[src/rtl/gexor_pkg.sv]
// ============================================================================
// Module   : gexor_pkg
// Purpose  : Shared constants and FSM state type for the bit-serial XOR block.
// Revision : 1.0 - initial release
// ============================================================================
`default_nettype none

package gexor_pkg;

    localparam int CNT_W = 6;
    localparam int W_MAX = 32;

    typedef enum logic [0:0] {
        ST_IDLE = 1'b0,
        ST_RUN  = 1'b1
    } state_t;

endpackage

`default_nettype wire

[src/rtl/gexor_seq_if.sv]
// ============================================================================
// Module   : gexor_seq_if
// Purpose  : Word-level request/result bundle between requester and sequencer.
// Revision : 1.0 - initial release
// ============================================================================
`default_nettype none

interface gexor_seq_if #(
    parameter int W = 8
);

    logic         start;
    logic         clear;
    logic [W-1:0] a_in;
    logic [W-1:0] b_in;
    logic         ready;
    logic         busy;
    logic         done;
    logic [W-1:0] y;
    logic         parity;

    modport master (
        output start, clear, a_in, b_in,
        input  ready, busy, done, y, parity
    );

    modport slave (
        input  start, clear, a_in, b_in,
        output ready, busy, done, y, parity
    );

endinterface

`default_nettype wire

[src/rtl/gexor.sv]
// ============================================================================
// Module   : gexor
// Purpose  : Single-bit XOR gate; the sole datapath element of gexor_seq.
// Revision : 1.0 - initial release
// ============================================================================
`default_nettype none

module gexor (
    input  wire logic a,
    input  wire logic b,
    output logic      c
);

    assign c = a ^ b;

endmodule

`default_nettype wire

[src/rtl/gexor_seq.sv]
// ============================================================================
// Module   : gexor_seq
// Purpose  : Steps two W-bit operands LSB-first through one gexor gate and
//            publishes the W-bit result plus its XOR-reduction parity.
// Revision : 1.0 - initial release
// ============================================================================
`default_nettype none

module gexor_seq
    import gexor_pkg::*;
#(
    parameter int W = 8
) (
    input  wire logic        clk,
    input  wire logic        rst_n,
    gexor_seq_if.slave       bus
);

    state_t           r_state;
    logic [W-1:0]     r_a_sh;
    logic [W-1:0]     r_b_sh;
    logic [W-1:0]     r_y_sh;
    logic             r_par_acc;
    logic [CNT_W-1:0] r_cnt;
    logic [W-1:0]     r_y;
    logic             r_parity;
    logic             r_done;
    logic             r_ready;
    logic             r_busy;

    logic             w_c;
    logic [W-1:0]     w_y_next;
    logic             w_last;

    gexor u_gexor (
        .a (r_a_sh[0]),
        .b (r_b_sh[0]),
        .c (w_c)
    );

    // Shifting {c, y_sh} right and truncating drops y_sh[0] and also covers W=1.
    assign w_y_next = W'({w_c, r_y_sh} >> 1);
    assign w_last   = (r_cnt == CNT_W'(W - 1));

    always_ff @(posedge clk or negedge rst_n) begin
        if (!rst_n) begin
            r_state   <= ST_IDLE;
            r_a_sh    <= '0;
            r_b_sh    <= '0;
            r_y_sh    <= '0;
            r_par_acc <= 1'b0;
            r_cnt     <= '0;
            r_y       <= '0;
            r_parity  <= 1'b0;
            r_done    <= 1'b0;
            r_ready   <= 1'b1;
            r_busy    <= 1'b0;
        end else begin
            r_done <= 1'b0;
            case (r_state)
                ST_IDLE: begin
                    if (bus.start && !bus.clear) begin
                        r_state   <= ST_RUN;
                        r_a_sh    <= bus.a_in;
                        r_b_sh    <= bus.b_in;
                        r_y_sh    <= '0;
                        r_par_acc <= 1'b0;
                        r_cnt     <= '0;
                        r_ready   <= 1'b0;
                        r_busy    <= 1'b1;
                    end
                end
                ST_RUN: begin
                    if (bus.clear) begin
                        r_state <= ST_IDLE;
                        r_ready <= 1'b1;
                        r_busy  <= 1'b0;
                    end else begin
                        r_a_sh    <= r_a_sh >> 1;
                        r_b_sh    <= r_b_sh >> 1;
                        r_y_sh    <= w_y_next;
                        r_par_acc <= r_par_acc ^ w_c;
                        r_cnt     <= r_cnt + CNT_W'(1);
                        if (w_last) begin
                            r_state  <= ST_IDLE;
                            r_y      <= w_y_next;
                            r_parity <= r_par_acc ^ w_c;
                            r_done   <= 1'b1;
                            r_ready  <= 1'b1;
                            r_busy   <= 1'b0;
                        end
                    end
                end
                default: begin
                    r_state <= ST_IDLE;
                    r_ready <= 1'b1;
                    r_busy  <= 1'b0;
                end
            endcase
        end
    end

    assign bus.ready  = r_ready;
    assign bus.busy   = r_busy;
    assign bus.done   = r_done;
    assign bus.y      = r_y;
    assign bus.parity = r_parity;

endmodule

`default_nettype wire

[src/flat_wrapper.sv]
// flat-port wrapper written by rule: the top's interface ports become plain ports
module gexor_seq_flat import gexor_pkg::*;
#(
    parameter int W = 8
)
  (clk, rst_n, bus_start, bus_clear, bus_a_in, bus_b_in, bus_ready, bus_busy, bus_done, bus_y, bus_parity);
  gexor_seq_if #(.W(W)) bus_i ();
  input  wire logic clk;
  input  wire logic rst_n;
  input wire logic [$bits(bus_i.start)-1:0] bus_start;
  input wire logic [$bits(bus_i.clear)-1:0] bus_clear;
  input wire logic [$bits(bus_i.a_in)-1:0] bus_a_in;
  input wire logic [$bits(bus_i.b_in)-1:0] bus_b_in;
  output wire logic [$bits(bus_i.ready)-1:0] bus_ready;
  output wire logic [$bits(bus_i.busy)-1:0] bus_busy;
  output wire logic [$bits(bus_i.done)-1:0] bus_done;
  output wire logic [$bits(bus_i.y)-1:0] bus_y;
  output wire logic [$bits(bus_i.parity)-1:0] bus_parity;
  assign bus_i.start = bus_start;
  assign bus_i.clear = bus_clear;
  assign bus_i.a_in = bus_a_in;
  assign bus_i.b_in = bus_b_in;
  assign bus_ready = bus_i.ready;
  assign bus_busy = bus_i.busy;
  assign bus_done = bus_i.done;
  assign bus_y = bus_i.y;
  assign bus_parity = bus_i.parity;
  gexor_seq #(.W(W)) u_core (.clk(clk), .rst_n(rst_n), .bus(bus_i));
endmodule
[config.mk]
export PLATFORM = sky130hd
export DESIGN_NAME = gexor_seq_flat
export DESIGN_NICKNAME = d
export VERILOG_FILES = /design/src/rtl/gexor_pkg.sv /design/src/rtl/gexor_seq_if.sv /design/src/rtl/gexor.sv /design/src/rtl/gexor_seq.sv /design/src/flat_wrapper.sv
export SDC_FILE = /design/constraint.sdc
export NUM_CORES = 1
export LEC_CHECK = 0
export CORE_MARGIN = 4
export CORE_UTILIZATION = 30
export DETAILED_ROUTE_END_ITERATION = 16
export PLACE_DENSITY = 0.55
export RECOVER_POWER = 50
export SLEW_MARGIN = 20
export SYNTH_ARGS = -nofsm -noshare
export SYNTH_HDL_FRONTEND = slang
export SYNTH_HIERARCHICAL = 1
export SYNTH_SLANG_ARGS = --single-unit
[constraint.sdc]
create_clock -name clk -period 2.2 [get_ports clk]
set_clock_uncertainty 0.2 [all_clocks]
set_input_delay 0.55 -clock clk [delete_from_list [all_inputs] [get_ports clk]]
set_output_delay 0.55 -clock clk [all_outputs]
set_load 0.02 [all_outputs]
==> impl_metrics.ini <==
[synthesis]
synth_area_um2 = 1830
synthTopCellsByArea = dfrtp_1, mux2i_1, o21ai_0, mux2_2, a22o_1
yosys_warnings = 6
synth_edf_count = 0
synth_seq_area_share_pct = 58.9
synth_commonest_cells = dfrtp_1, nand2_1, o21ai_0, mux2i_1
syn_nets = 175
synth.most_common_cell = dfrtp_1
netlist.top_cell.by_area = dfrtp_1
synthCells = 154
synthArstFlopShare_pct = 100
synthDominantCellAreaShare_pct = 57.5
synth_seq_cells = 43
ys.flop_type = dfrtp_1
synth_cell_types = 29
syn_avg_cell_area_um2 = 11.9

[hold_path]
worstHoldPathType = in -> async

[status]
outcome = finished, final reports clean

[global_route]
grt_pass1_wl_mm = 6.22
grt-ovfl-total = 0
antenna_found_initial = 0
track_usage_pct = 10.8
grt_pass1_vias = 1249
grt_max_degree = 33

[timing]
whs_ns = 0.241
fin_setup_tns_ns = 0
slew_headroom_pct = 26.5
hold_viol = 0
finalCritPeriodShare_pct = 92.0
fmax_mhz = 494
rsz0062_at_grt = no
fin_crit_ns = 2.02
worst_pin_slew_ns = 1.10
setup_viol = 0
slew_violations = 0

[clock_network]
clock_sinks = 43
clkLatencyLatePin_ns = 0.29
root_buffer = clkbuf_8
cts_hold_buf = 0
ctsHtreeMaxLevel = 2
cts_inserted_buffers = 5
clkTransAtPathRegs_ns = 0.08
cts_tree = done
clk_path_buf_depth = 2

[critical_path]
critPathTopFamily = buffers and inverters
path_depth = 1
critical_path_class = reg -> out
cp_num_buf_inv = 1
crit_fanout = 3
reg2reg_depth = 4
cp-start-kind = flip-flop
cp.arrival_ns = 1.27
cp-end-kind = output port
max_stage_delay_ns = 0.61
cp_data_required_time_ns = 1.45
cpMaxStageDelayCell = clkdlybuf4s50_1
path_cells = clkdlybuf4s50_1

[detailed_routing]
route.detailed.drc = 0
top_layer = met4
wl_met3_um = 168
drt-vias-per-instance = 4.76
wl_met1_mm = 1.87
vias = 1281
first_pass_iters = 4
wirelength_mm = 3.74
drtAntennaViolNets = 0
post_drt_wl_per_cell_um = 13.9
dr_wl_met2_mm = 1.64
drt-initial-drc-count = 48

[layout]
nNetsFinal = 214
final_layout_size_suffix_gt1_share_pct = 13.4
antenna_cells = 0
syn_to_final_growth_pct = 31.1

[floorplan]
rows = 28
fp.dieH_um = 86.1
fp.coreArea_um2 = 5920
die_w_um = 86.1
start_util_pct = 30.9
io_pins = 32
fp.dieArea_um2 = 7410

[job]
drv_cap = 0

[placed_design]
hpwl_mm = 2.62
io_buffers = 31
gp_congestion = 0.811

[power]
p_leak_nw = 1.08
ir_drop_v = 0.000280
p_per_area_nw_per_um2 = 812
metrics by stage:
step / instance area [um^2] / total power [mW] / worst slack, ns / std cells / utilization [%]
detailed placement: 2290 / 1.25 / -0.00747 / 261 / 38.7
global placement: 2290 / 1.25 / 0.0226 / 261 / 38.7
floorplan: 1830 / 1.12 / 0.316 / 154 / -
finish: 2400 / 1.95 / 0.176 / 269 / 40.5
global route: 2400 / 2.05 / 0.109 / 269 / 40.5
CTS: 2420 / 1.98 / 0.155 / 269 / 40.9
layout make-up:
type	instances	area, um^2
Sequential cell	43	1080
Timing Repair Buffer	40	388
Clock inverter	2	60.1
Fill cell	587	3520
Multi-Input combinational cell	100	696
Tap cell	75	93.8
Clock buffer	6	72.6
Inverter	3	11.3
layer usage:
layer  up-vias  track usage [%]
li1        626                -
met4         0             4.75
met5         -                0
met2        23             15.3
met3         4             3.36
met1       628             15.2
flip-flops by register name (all words and copies together), names as in the netlist:
register	cells
u_core/bus.busy	1
u_core/r_cnt	6
u_core/bus.parity	1
u_core/r_state	1
u_core/r_b_sh	8
u_core/bus.y	8
u_core/bus.done	1
u_core/bus.ready	1
u_core/r_par_acc	1
u_core/r_a_sh	8
u_core/r_y_sh	7
cell usage in the layout, fill, tap and decap left out, types with 2 or more instances in the layout:
cell and n:
inv_1 3, dfrtp_1 42, a21oi_1 3, o21ai_0 21
mux2i_1 15, clkdlybuf4s50_1 29, nand2_1 21, xor2_1 2
clkbuf_1 4, buf_4 5, clkbuf_8 5, nor3b_1 3
buf_12 2, nand4_1 2, bufinv_16 2, mux2_2 9
a22o_1 9
where the power goes:
part	switching [mW]	internal [mW]
combinational	0.137	0.136
clock	0.269	0.454
sequential	0.0676	0.884
total	0.474	1.47
final timing paths:
kind / start / to / slack, ns
max: u_core/bus.busy$_DFFE_PN0P_ / bus_busy / 0.18
min: rst_n / u_core/r_cnt[3]$_DFFE_PN0P_ / 0.24
max reg2reg: u_core/r_cnt[3]$_DFFE_PN0P_ / u_core/bus.y[4]$_DFFE_PN0P_ / 0.22
min reg2reg: u_core/r_b_sh[6]$_DFFE_PN0P_ / u_core/r_b_sh[6]$_DFFE_PN0P_ / 0.28
max in group asynchronous: rst_n / u_core/r_cnt[5]$_DFFE_PN0P_ / 0.86
min in group clk: u_core/r_b_sh[6]$_DFFE_PN0P_ / u_core/r_b_sh[6]$_DFFE_PN0P_ / 0.28
cells by family (layout without fill, tap and decap cells):
logic type	count (synthesis)	count (layout)	share of synthesized area [%]
flip-flops	43	43	58.9
AO/OA/AOI/OAI	38	38	13.1
AND/OR/NAND/NOR	35	35	10.1
multiplexers	24	24	13.7
buffers and inverters	11	51	2.46
XOR/XNOR	2	2	0.958
adder cells (fa/ha/maj)	1	1	0.684
what timing repair did:
| action | CTS | global route |
|---|---|---|
| setup buffers | 0 | 0 |
| gates resized for setup | 1 | 0 |
| endpoints found under the setup margin | 1 | 0 |
| endpoints found under the hold margin | 0 | 0 |
(Power assumes the default switching activity.)
